<file path="src/rtl/stage_ex_pkg.sv">
`default_nettype none
// +----------------------------------------------------------------------------+
// | Module   : stage_ex_pkg                                                    |
// | Purpose  : Shared opcodes, interstage bundle layouts and muldiv types for  |
// |            the execute stage.                                              |
// | Revision : 1.0 - initial release                                           |
// +----------------------------------------------------------------------------+
package stage_ex_pkg;

  // ALU operation codes carried in id2ex.alu_opt
  localparam logic [4:0] ALU_OPT_DISABLE = 5'd0;
  localparam logic [4:0] ALU_OPT_ADDU    = 5'd1;
  localparam logic [4:0] ALU_OPT_SUBU    = 5'd2;
  localparam logic [4:0] ALU_OPT_AND     = 5'd3;
  localparam logic [4:0] ALU_OPT_OR      = 5'd4;
  localparam logic [4:0] ALU_OPT_XOR     = 5'd5;
  localparam logic [4:0] ALU_OPT_NOR     = 5'd6;
  localparam logic [4:0] ALU_OPT_SLT     = 5'd7;
  localparam logic [4:0] ALU_OPT_SLTU    = 5'd8;
  localparam logic [4:0] ALU_OPT_SLL     = 5'd9;
  localparam logic [4:0] ALU_OPT_SRL     = 5'd10;
  localparam logic [4:0] ALU_OPT_SRA     = 5'd11;
  localparam logic [4:0] ALU_OPT_SLLV    = 5'd12;
  localparam logic [4:0] ALU_OPT_SRLV    = 5'd13;
  localparam logic [4:0] ALU_OPT_SRAV    = 5'd14;
  localparam logic [4:0] ALU_OPT_MFHI    = 5'd15;
  localparam logic [4:0] ALU_OPT_MFLO    = 5'd16;
  localparam logic [4:0] ALU_OPT_MTHI    = 5'd17;
  localparam logic [4:0] ALU_OPT_MTLO    = 5'd18;
  localparam logic [4:0] ALU_OPT_MULT    = 5'd19;
  localparam logic [4:0] ALU_OPT_MULTU   = 5'd20;
  localparam logic [4:0] ALU_OPT_DIV     = 5'd21;
  localparam logic [4:0] ALU_OPT_DIVU    = 5'd22;

  // Second operand source
  localparam logic ALU_SRC_REG = 1'b0;
  localparam logic ALU_SRC_IMM = 1'b1;

  // Branch resolution kinds
  localparam logic [1:0] BRANCH_OPT_NONE   = 2'd0;
  localparam logic [1:0] BRANCH_ON_ALU_EQZ = 2'd1;

  // Memory access kinds, passed through to MEM untouched
  localparam logic [2:0] MEM_OPT_NONE = 3'd0;
  localparam logic [2:0] MEM_OPT_LW   = 3'd1;
  localparam logic [2:0] MEM_OPT_SW   = 3'd2;
  localparam logic [2:0] MEM_OPT_LB   = 3'd3;
  localparam logic [2:0] MEM_OPT_SB   = 3'd4;

  // Writeback source select
  localparam logic WB_SRC_ALU = 1'b0;
  localparam logic WB_SRC_MEM = 1'b1;

  // ID->EX bundle, MSB first
  typedef struct packed {
    logic [4:0]  alu_opt;
    logic        alu_src;
    logic [15:0] alu_sa_imm;
    logic [31:0] reg1_data;
    logic [31:0] reg2_data;
    logic [1:0]  branch_opt;
    logic [31:0] branch_dest;
    logic        wb_src;
    logic [4:0]  wb_reg_addr;
    logic [2:0]  mem_opt;
  } id2ex_t;

  // EX->MEM bundle, MSB first
  typedef struct packed {
    logic [31:0] alu_result;
    logic [31:0] mem_wdata;
    logic [2:0]  mem_opt;
    logic        wb_src;
    logic [4:0]  wb_reg_addr;
  } ex2mem_t;

  localparam int ID2EX_WIRE_WIDTH  = $bits(id2ex_t);
  localparam int EX2MEM_WIRE_WIDTH = $bits(ex2mem_t);

  // Multiply/divide unit operation and state
  typedef enum logic [1:0] {
    MD_OP_MULT  = 2'd0,
    MD_OP_MULTU = 2'd1,
    MD_OP_DIV   = 2'd2,
    MD_OP_DIVU  = 2'd3
  } md_op_e;

  typedef enum logic [0:0] {
    MD_IDLE = 1'b0,
    MD_RUN  = 1'b1
  } md_state_e;

  // True for the ops that occupy the iterative multiply/divide unit
  function automatic logic is_muldiv(input logic [4:0] opt);
    return (opt == ALU_OPT_MULT) || (opt == ALU_OPT_MULTU) ||
           (opt == ALU_OPT_DIV)  || (opt == ALU_OPT_DIVU);
  endfunction

endpackage
`default_nettype wire

</file>
<file path="src/rtl/stage_ex_muldiv_unit.sv">
`default_nettype none
// +----------------------------------------------------------------------------+
// | Module   : stage_ex_muldiv_unit                                            |
// | Purpose  : Iterative radix-2 multiply / restoring divide with HI/LO regs.  |
// |            Signed ops run on magnitudes and fix up signs on the last step. |
// | Revision : 1.0 - initial release                                           |
// +----------------------------------------------------------------------------+
module stage_ex_muldiv_unit
  import stage_ex_pkg::*;
#(
  parameter int          MULDIV_ITER = 32,
  parameter logic [31:0] DIV0_QUOT   = 32'hFFFF_FFFF,
  parameter logic [31:0] HILO_RST    = 32'h0
) (
  input  logic        clk,
  input  logic        rst,
  input  logic        start,
  input  md_op_e      op,
  input  logic [31:0] a,
  input  logic [31:0] b,
  input  logic        mthi_we,
  input  logic        mtlo_we,
  input  logic [31:0] wdata,
  output logic        busy,
  output logic [31:0] hi,
  output logic [31:0] lo
);

  localparam int             CNT_W    = (MULDIV_ITER > 1) ? $clog2(MULDIV_ITER) : 1;
  localparam logic [CNT_W-1:0] CNT_LAST = CNT_W'(MULDIV_ITER - 1);

  md_state_e        state;
  logic [CNT_W-1:0] cnt;
  logic [63:0]      acc;        // mul: {partial, multiplier}; div: {remainder, quotient}
  logic [31:0]      opnd;       // multiplicand or divisor magnitude
  logic [31:0]      dividend;   // raw dividend, returned in HI on divide-by-zero
  logic             is_div;
  logic             neg_res;
  logic             neg_rem;
  logic             div0;

  logic        op_signed;
  logic        a_neg;
  logic        b_neg;
  logic [31:0] a_mag;
  logic [31:0] b_mag;

  logic [32:0] mul_sum;
  logic [63:0] mul_next;
  logic [32:0] div_top;
  logic        div_ge;
  logic [31:0] div_sub;
  logic [63:0] div_next;
  logic [63:0] step_next;
  logic [63:0] prod_fix;
  logic [31:0] quot_fix;
  logic [31:0] rem_fix;

  assign busy = (state == MD_RUN);

  // Operand magnitudes and sign info captured on accept
  always_comb begin
    op_signed = (op == MD_OP_MULT) || (op == MD_OP_DIV);
    a_neg     = op_signed & a[31];
    b_neg     = op_signed & b[31];
    a_mag     = a_neg ? (~a + 32'd1) : a;
    b_mag     = b_neg ? (~b + 32'd1) : b;
  end

  // One shift-add or restoring-subtract step, plus sign fix-up of its result
  always_comb begin
    mul_sum   = {1'b0, acc[63:32]} + (acc[0] ? {1'b0, opnd} : 33'd0);
    mul_next  = {mul_sum, acc[31:1]};
    div_top   = acc[63:31];
    div_ge    = (div_top >= {1'b0, opnd});
    div_sub   = div_top[31:0] - opnd;
    div_next  = {(div_ge ? div_sub : div_top[31:0]), acc[30:0], div_ge};
    step_next = is_div ? div_next : mul_next;
    prod_fix  = neg_res ? (~step_next + 64'd1) : step_next;
    quot_fix  = neg_res ? (~step_next[31:0] + 32'd1) : step_next[31:0];
    rem_fix   = neg_rem ? (~step_next[63:32] + 32'd1) : step_next[63:32];
  end

  // Muldiv FSM, iteration datapath and HI/LO registers
  always_ff @(posedge clk or negedge rst) begin
    if (!rst) begin
      state    <= MD_IDLE;
      cnt      <= '0;
      acc      <= '0;
      opnd     <= '0;
      dividend <= '0;
      is_div   <= 1'b0;
      neg_res  <= 1'b0;
      neg_rem  <= 1'b0;
      div0     <= 1'b0;
      hi       <= HILO_RST;
      lo       <= HILO_RST;
    end else begin
      case (state)
        MD_IDLE: begin
          if (start) begin
            state    <= MD_RUN;
            cnt      <= '0;
            acc      <= {32'd0, a_mag};
            opnd     <= b_mag;
            dividend <= a;
            is_div   <= (op == MD_OP_DIV) || (op == MD_OP_DIVU);
            neg_res  <= a_neg ^ b_neg;
            neg_rem  <= a_neg;
            div0     <= (b == 32'd0);
          end else begin
            if (mthi_we) hi <= wdata;
            if (mtlo_we) lo <= wdata;
          end
        end
        MD_RUN: begin
          acc <= step_next;
          cnt <= cnt + CNT_W'(1);
          if (cnt == CNT_LAST) begin
            state <= MD_IDLE;
            if (!is_div) begin
              hi <= prod_fix[63:32];
              lo <= prod_fix[31:0];
            end else if (div0) begin
              hi <= dividend;
              lo <= DIV0_QUOT;
            end else begin
              hi <= rem_fix;
              lo <= quot_fix;
            end
          end
        end
        default: state <= MD_IDLE;
      endcase
    end
  end

endmodule
`default_nettype wire

</file>
<file path="src/rtl/stage_ex.sv">
`default_nettype none
// +----------------------------------------------------------------------------+
// | Module   : stage_ex                                                        |
// | Purpose  : Execute stage: single-cycle ALU, branch resolution, MEM/WB      |
// |            pass-through, and front-end stall while mul/div iterates.       |
// | Revision : 1.0 - initial release                                           |
// +----------------------------------------------------------------------------+
module stage_ex
  import stage_ex_pkg::*;
#(
  parameter int          MULDIV_ITER = 32,
  parameter logic [31:0] DIV0_QUOT   = 32'hFFFF_FFFF,
  parameter logic [31:0] HILO_RST    = 32'h0
) (
  input  logic                         clk,
  input  logic                         rst,
  input  logic [ID2EX_WIRE_WIDTH-1:0]  interstage_id2ex,
  output logic                         stall_req,
  output logic                         branch_taken,
  output logic [31:0]                  branch_dest,
  output logic [EX2MEM_WIRE_WIDTH-1:0] interstage_ex2mem
);

  id2ex_t      id;
  ex2mem_t     ex2mem_q;
  logic        md_busy;
  logic        md_start;
  md_op_e      md_op;
  logic [31:0] hi;
  logic [31:0] lo;
  logic        accept;
  logic        bubble;
  logic        no_wb;
  logic [31:0] op2;
  logic [4:0]  shamt;
  logic [31:0] alu_res;

  assign id                = id2ex_t'(interstage_id2ex);
  assign interstage_ex2mem = ex2mem_q;
  assign stall_req         = md_busy;
  assign accept            = !md_busy;
  assign bubble            = md_busy || (id.alu_opt == ALU_OPT_DISABLE);
  assign md_start          = accept && is_muldiv(id.alu_opt);
  assign no_wb             = is_muldiv(id.alu_opt) ||
                             (id.alu_opt == ALU_OPT_MTHI) || (id.alu_opt == ALU_OPT_MTLO);

  // Map the decoded opcode onto the muldiv unit's op field
  always_comb begin
    md_op = MD_OP_MULT;
    case (id.alu_opt)
      ALU_OPT_MULTU: md_op = MD_OP_MULTU;
      ALU_OPT_DIV:   md_op = MD_OP_DIV;
      ALU_OPT_DIVU:  md_op = MD_OP_DIVU;
      default:       md_op = MD_OP_MULT;
    endcase
  end

  // Operand selection and single-cycle ALU
  always_comb begin
    op2   = (id.alu_src == ALU_SRC_REG) ? id.reg2_data
                                        : {{16{id.alu_sa_imm[15]}}, id.alu_sa_imm};
    shamt = ((id.alu_opt == ALU_OPT_SLLV) || (id.alu_opt == ALU_OPT_SRLV) ||
             (id.alu_opt == ALU_OPT_SRAV)) ? id.reg1_data[4:0] : id.alu_sa_imm[4:0];
    alu_res = 32'd0;
    case (id.alu_opt)
      ALU_OPT_ADDU:                alu_res = id.reg1_data + op2;
      ALU_OPT_SUBU:                alu_res = id.reg1_data - op2;
      ALU_OPT_AND:                 alu_res = id.reg1_data & op2;
      ALU_OPT_OR:                  alu_res = id.reg1_data | op2;
      ALU_OPT_XOR:                 alu_res = id.reg1_data ^ op2;
      ALU_OPT_NOR:                 alu_res = ~(id.reg1_data | op2);
      ALU_OPT_SLT:                 alu_res = {31'd0, ($signed(id.reg1_data) < $signed(op2))};
      ALU_OPT_SLTU:                alu_res = {31'd0, (id.reg1_data < op2)};
      ALU_OPT_SLL, ALU_OPT_SLLV:   alu_res = op2 << shamt;
      ALU_OPT_SRL, ALU_OPT_SRLV:   alu_res = op2 >> shamt;
      ALU_OPT_SRA, ALU_OPT_SRAV:   alu_res = $unsigned($signed(op2) >>> shamt);
      ALU_OPT_MFHI:                alu_res = hi;
      ALU_OPT_MFLO:                alu_res = lo;
      default:                     alu_res = 32'd0;
    endcase
  end

  // Register the EX->MEM bundle and branch resolution
  always_ff @(posedge clk or negedge rst) begin
    if (!rst) begin
      ex2mem_q     <= '0;
      branch_taken <= 1'b0;
      branch_dest  <= 32'd0;
    end else if (bubble) begin
      ex2mem_q     <= '0;
      branch_taken <= 1'b0;
      branch_dest  <= 32'd0;
    end else begin
      ex2mem_q.alu_result  <= alu_res;
      ex2mem_q.mem_wdata   <= id.reg2_data;
      ex2mem_q.mem_opt     <= id.mem_opt;
      ex2mem_q.wb_src      <= id.wb_src;
      ex2mem_q.wb_reg_addr <= no_wb ? 5'd0 : id.wb_reg_addr;
      branch_taken         <= (id.branch_opt == BRANCH_ON_ALU_EQZ) && (alu_res == 32'd0);
      branch_dest          <= id.branch_dest;
    end
  end

  stage_ex_muldiv_unit #(
    .MULDIV_ITER (MULDIV_ITER),
    .DIV0_QUOT   (DIV0_QUOT),
    .HILO_RST    (HILO_RST)
  ) u_muldiv (
    .clk     (clk),
    .rst     (rst),
    .start   (md_start),
    .op      (md_op),
    .a       (id.reg1_data),
    .b       (id.reg2_data),
    .mthi_we (accept && (id.alu_opt == ALU_OPT_MTHI)),
    .mtlo_we (accept && (id.alu_opt == ALU_OPT_MTLO)),
    .wdata   (id.reg1_data),
    .busy    (md_busy),
    .hi      (hi),
    .lo      (lo)
  );

endmodule
`default_nettype wire

</file>
<file path="config.mk">
export PLATFORM = sky130hd
export DESIGN_NAME = stage_ex
export DESIGN_NICKNAME = d
export VERILOG_FILES = /design/src/rtl/stage_ex_pkg.sv /design/src/rtl/stage_ex_muldiv_unit.sv /design/src/rtl/stage_ex.sv
export SDC_FILE = /design/constraint.sdc
export NUM_CORES = 2
export LEC_CHECK = 0
export BUFFER_PORTS_ARGS = -buffer_cell sky130_fd_sc_hd__buf_4
export CAP_MARGIN = 40
export CELL_PAD_IN_SITES_DETAIL_PLACEMENT = 0
export CELL_PAD_IN_SITES_GLOBAL_PLACEMENT = 1
export CORE_ASPECT_RATIO = 0.5
export CORE_MARGIN = 10
export CORE_UTILIZATION = 46
export DETAILED_ROUTE_END_ITERATION = 6
export GPL_TIMING_DRIVEN = 1
export PLACE_DENSITY = 0.87
export SLEW_MARGIN = 10
export SYNTH_ARGS = -nofsm -noshare
export SYNTH_HDL_FRONTEND = slang
export SYNTH_SLANG_ARGS = --single-unit
</file>
<file path="constraint.sdc">
create_clock -name clk -period 6.7 [get_ports clk]
set_input_delay 0 -clock clk [delete_from_list [all_inputs] [get_ports clk]]
set_output_delay 0 -clock clk [all_outputs]
set_load 0.1 [all_outputs]
</file>
# Yosys cells after proc, flatten, opt, wreduce, memory -nomap -nowiden

Cells that the tools add are included.

$add $sub $neg: 10
Magnitude comparators: 3
Equality and inequality tests: 31
Shifts and indexed selects: 3
Multiplexer cells: 35
Bitwise gates (word level): 13
Reduce and logical (&&, ||, !) cells: 25

Operators with widths:

| cell                    | number |
|---|---|
| $mux W32                | 18 |
| $pmux W32 S13           | 1 |
| $mux W64                | 3 |
| $not A32 Y32            | 5 |
| $add A32 B1 Y32 const B | 4 |
| $pmux W32 S2            | 2 |
| $pmux W64 S2            | 1 |
| $mux W73                | 1 |
| $add A64 B1 Y64 const B | 1 |
| $logic_not A32 Y1       | 2 |
| $lt A32 B32 Y1          | 2 |
| $not A64 Y64            | 1 |
| $sub A32 B32 Y32        | 2 |
| $eq A5 B4 Y1 const B    | 8 |
| $eq A5 B5 Y1 const B    | 8 |
| $add A32 B33 Y33        | 1 |
| $ge A33 B32 Y1          | 1 |
| $add A32 B32 Y32        | 1 |
| $and A32 B32 Y32        | 1 |
| $or A32 B32 Y32         | 1 |
| $shl A32 B5 Y32         | 1 |
| $shr A32 B5 Y32         | 1 |
| $sshr A32 B5 Y32        | 1 |
| $xor A32 B32 Y32        | 1 |
| other kinds (24)        | 52 |

Register bits: 308
Input bits: 131
Output and inout bits: 107
Word-level logic and storage cells: 138

# Depth between registers and ports, before layout

Depth after elaboration: 10
Depth in mapped cells: 24
Gate-level depth less buffers: 20

# Hierarchy

Synthesis repeated with hierarchy kept, for this count alone.

Cell total of the unflattened synthesis: 4252
Area total of the unflattened synthesis: 32707.6 µm²

Modules (own cells, without submodules):

| module               | times used | cells an instance | area an instance (µm²) | seq. area each (µm²) |
|---|---|---|---|---|
| stage_ex_muldiv_unit | 1          | 2303              | 18067.3                | 5054.8 |
| stage_ex             | 1          | 1949              | 14640.3                | 2652.5 |

# Worst setup path before layout

OpenSTA, ideal clock, no wires.

Path kind: register to register
Start point: reg u_muldiv.acc[58]
End point: reg u_muldiv.hi[18]
Library setup time: 131 ps
Arrival time: 4482 ps
Data required time: 6569 ps
Setup slack: 2087 ps
Cell stages (with the launch flop): 22
Clock period less this slack: 4613 ps
Path through: dfrtp_1 ha_1 and2_1 a221o_1 a41oi_2 o211ai_4 nor3_4 buf_6 mux2i_1 mux2i_1 inv_1 ha_1 inv_1 nor3_1 a31oi_1 nor3_1 nand4_1 buf_2 o31ai_2 xnor2_1 a221oi_1 nand3_1

Cells in the longest elaborated chain, start to end: 10

Ends and longest elaborated chain:

| element                | RTL line                    | source |
|---|---|---|
| start, declared        | stage_ex_muldiv_unit.sv:34  | `logic [63:0] acc;` |
| start signal, assigned | stage_ex_muldiv_unit.sv:104 | `acc <= {32'd0, a_mag};` |
| start signal, assigned | stage_ex_muldiv_unit.sv:117 | `acc <= step_next;` |
| $ge A33 B32 Y1 (*)     | stage_ex_muldiv_unit.sv:75  | `div_ge = (div_top >= {1'b0, opnd});` |
| $mux W32               | stage_ex_muldiv_unit.sv:77  | `div_next = {(div_ge ? div_sub : div_top[31:0]), acc[30:0], div_ge};` |
| $mux W64 (*)           | stage_ex_muldiv_unit.sv:78  | `step_next = is_div ? div_next : mul_next;` |
| $not A32 Y32           | stage_ex_muldiv_unit.sv:81  | `rem_fix = neg_rem ? (~step_next[63:32] + 32'd1) : step_next[63:32];` |
| $add A32 B1 Y32        | stage_ex_muldiv_unit.sv:81  |  |
| $mux W32               | stage_ex_muldiv_unit.sv:81  |  |
| $mux W32               | stage_ex_muldiv_unit.sv:124 | `end else if (div0) begin` |
| $mux W32 (*)           | stage_ex_muldiv_unit.sv:121 | `if (!is_div) begin` |
| $mux W32 (*)           | stage_ex_muldiv_unit.sv:119 | `if (cnt == CNT_LAST) begin` |
| $pmux W32 S2 (*)       | stage_ex_muldiv_unit.sv:99  | `case (state)` |
| end signal, assigned   | stage_ex_muldiv_unit.sv:122 | `hi <= prod_fix[63:32];` |
| end signal, assigned   | stage_ex_muldiv_unit.sv:125 | `hi <= dividend;` |
| end signal, assigned   | stage_ex_muldiv_unit.sv:128 | `hi <= rem_fix;` |
| end, declared          | stage_ex_muldiv_unit.sv:25  | `output logic [31:0] hi,` |

Every way passes the cells marked *; elsewhere a longest branch is shown, timed or not. The select of a mux whose other input is x is not followed.
A chain may end at the register's enable or synchronous reset.

# Worst setup path in the final report

Start point: reg u_muldiv.acc[49]
End point: reg u_muldiv.hi[14]

Same word-level chain as after synthesis.

==> results.yml <==
outcome:
  status: "completed"
clocking:
  htree_levels: 2
  clk_pin_slew_ns: 0.07
  insertion_delay_ns: 0.60
  cts_root_buffer: "clkbuf_16"
  clock_path_buffers: 3
  numCtsBuffers: 34
  cts_sinks: 308
  tritoncts: "yes"
synth:
  netlist_instances: 4219
  synth-edff-count: 0
  syn_area_mm2: 0.03161
  ys_seq_area_frac: 0.2438
  yosys_warnings: 0
  synthArstFlopShare: 1.000
  avgSynthCellArea_um2: 7.493
  ys.flop_type: "dfrtp_1"
  syn_nets: 4545
  yosys.cell_types.count: 106
  synth-seq-cells: 308
placement:
  place_congestion: 1.106
  hpwl_um: 122900
  pre_cts_ws_ns: 0.9842
  portBuffers: 237
  dp.cells: 5186
die:
  row_count: 67
  die_y_um: 205.4
  start_util: 0.4685
  core_area_mm2: 0.06748
  ios: 238
  die-area_mm2: 0.08025
  die_w_um: 390.7
grt:
  grt_start_max_net_pins: 143
  grt_pass1_wl_um: 230600
  grt_pass1_vias: 33610
  antenna_found_initial: 10
  overflow: 0
  grt_usage: 0.3791
sta:
  worst_slew_pin_slew_ns: 0.9497
  post-route-period-util: 0.8744
  hold_viol: 0
  max_freq_ghz: 0.1707
  final-max-slew-violation-count: 0
  skew_ns: 0.02218
  setup_slack_ns: 0.8418
  setup_viol: 0
  fin_setup_tns_ns: 0
  rsz0062_at_grt: "no"
  relSlewSlack: 0.3623
  holdWs_ns: 0.04316
  layout_min_cycle_time_ns: 5.858
detailed_routing:
  first_pass_iters: 7
  drt-total-wl_um: 159900
  antenna_left: 0
  viasPerCell: 6.788
  vias: 36390
  drc_errors: 0
  drt_iter0_markers: 5490
  post_drt_wl_per_cell_um: 29.83
setup_path:
  cp_max_fo: 26
  reg2reg_to: "u_muldiv.hi[14]"
  arrival_ns: 6.33
  reg2reg_slack_ns: 0.84
  ff2ff_path_depth: 21
  required_ns: 7.17
  r2r_start: "u_muldiv.acc[49]"
  crit_path_start_kind: "flop"
  crit_type: "reg2reg"
  crit_path_end_kind: "flop"
power_and_ir_drop:
  p_comb_frac: 0.667
  pwr_density_cell_mw_per_mm2: 443.7
  peakVddDrop_mv: 0.3695
  leakage_nw: 15.83
  clkPwrFrac: 0.130
  switching_share: 0.5522
  switchingPower_mw: 9.027
  intPower_mw: 7.321
  seqPwrFrac: 0.203
layout:
  mostFrequentLayoutCells: "475 x nand2_1, 396 x o21ai_0, 357 x buf_4"
  drive_gt1_frac: 0.1182
  nFillCells: 6513
  final_cells: 5361
  final_common_cell: "nand2_1"
  nets: 4760
  syn2layout_area_growth_pct: 16.55
min_path:
  worst_hold_path.num_cells: 7
  hold-path-endpoint: "branch_taken"
  hold_class: "in2reg"
  min_from: "interstage_id2ex[42]"
flow_run:
  maxCapViolCount: 0
## power by group through the flow
stage	combinational, mW	clock, mW	sequential [mW]
floorplan	6.64	0	3.76
global placement	10.4	0	3.28
detailed placement	10.5	0	3.29
CTS	10.6	2.13	3.26
global route	11.6	2.20	3.37
finish	10.9	2.12	3.32
## flip-flops by register name, summed over array words and instances, names as in the netlist, 5 cells and up
register and flops:
u_muldiv.cnt 5, u_muldiv.hi 32, branch_dest 32, u_muldiv.acc 64, u_muldiv.opnd 32, u_muldiv.lo 32, interstage_ex2mem 73, u_muldiv.dividend 32
## timing repair
item                      4_1_cts  5_1_grt
hold endpoints to repair      284        0
hold buffers                  108        0
buffers inserted                0        0
gates resized for setup         0        0
## per-layer routing
metal	track usage	vias up	routed length, um
met1	0.5023	17610	63580
met2	0.5569	2371	66870
met3	0.1347	396	22130
met4	0.1540	12	7231
li1	-	16000	-
met5	0	-	92
## final cells by class
cell class	instances	area (um^2)	area share
diodes	5	12.51	0.0003396
clock buffers	43	954.7	0.02591
clock inverters	18	249.0	0.006758
inverters	187	701.9	0.01905
multi-input cells	3429	22190	0.6022
flip-flops and latches	308	7716	0.2094
well taps	897	1122	0.03046
repair buffers	474	3900	0.1058
## critical path: stages (launching register included)
cell       delay, ns
dfrtp_1         0.42
ha_1            0.49
nand3_1         0.32
nor3_1          0.63
a2bb2oi_1       0.23
o211a_1         0.42
nand3_4         0.38
o21ai_0         0.13
o22ai_1         0.60
inv_1           0.20
ha_1            0.27
inv_1           0.10
nor3_1          0.05
a31oi_1         0.25
nor3_1          0.08
buf_4           0.19
nand4_1         0.09
buf_4           0.19
o21ai_0         0.11
xor2_1          0.19
a221oi_1        0.29
a21oi_1         0.10
## metrics by stage
stage               power (mW)  utilization  cell area (um^2)
floorplan                10.40            -             31610
detailed placement       13.79       0.5118             34540
CTS                      16.01       0.5457             36830
global route             17.22       0.5458             36840
global placement         13.70       0.5094             34370
finish                   16.35       0.5460             36850
## logic make-up (layout without fill, tap and decap cells)
kind of cell	after synthesis	after routing	share of synthesized area
compound gates	1492	1492	0.3097
simple gates	1447	1447	0.2211
buf+inv	482	722	0.05849
flops	308	308	0.2438
fa+ha+maj	195	195	0.07813
xor+xnor	195	195	0.05402
mux	100	100	0.03471
other cells	0	5	0
## how the worst max path moves through the flow
stage	start	to	slack (ns)
after floorplan	u_muldiv.acc[58]	u_muldiv.hi[18]	2.09
after global placement	u_muldiv.acc[49]	u_muldiv.hi[14]	0.99
after CTS	u_muldiv.acc[57]	u_muldiv.hi[22]	0.97
after global routing	u_muldiv.opnd[18]	u_muldiv.hi[22]	0.47
final	u_muldiv.acc[49]	u_muldiv.hi[14]	0.84
after detailed placement	u_muldiv.opnd[18]	u_muldiv.hi[14]	0.98
## synth_stat cells (17+ instances only)
cell type	n	area, um^2
o21bai_1	23	172.7
a22oi_1	42	315.3
dfrtp_1	308	7707
or3_1	44	275.3
a221o_1	18	180.2
nor3_1	161	805.8
o22ai_1	47	294.0
clkbuf_1	232	870.8
a21oi_1	325	1627
nor2b_1	17	106.4
o211ai_1	84	630.6
o221ai_1	20	175.2
ha_1	191	2390
a211o_1	18	157.7
and3_1	38	237.7
o41ai_1	24	210.2
nor2_1	284	1066
and2_1	123	769.5
mux2_2	27	304.0
inv_1	184	690.7
xnor2_1	133	1165
nand3_1	104	520.5
buf_2	19	95.09
o21ai_0	397	1987
buf_1	40	150.1
nand2_1	477	1790
a31oi_1	55	344.1
o31ai_1	42	315.3
nand2b_1	25	156.4
a21o_1	62	465.5
mux2i_1	68	680.7
nor4_1	39	244.0
xor2_1	62	543.0
nand4_1	49	306.5
a221oi_1	34	297.8
a211oi_1	88	660.6
o21a_1	22	165.2
Power figures use the tool's default switching activity.
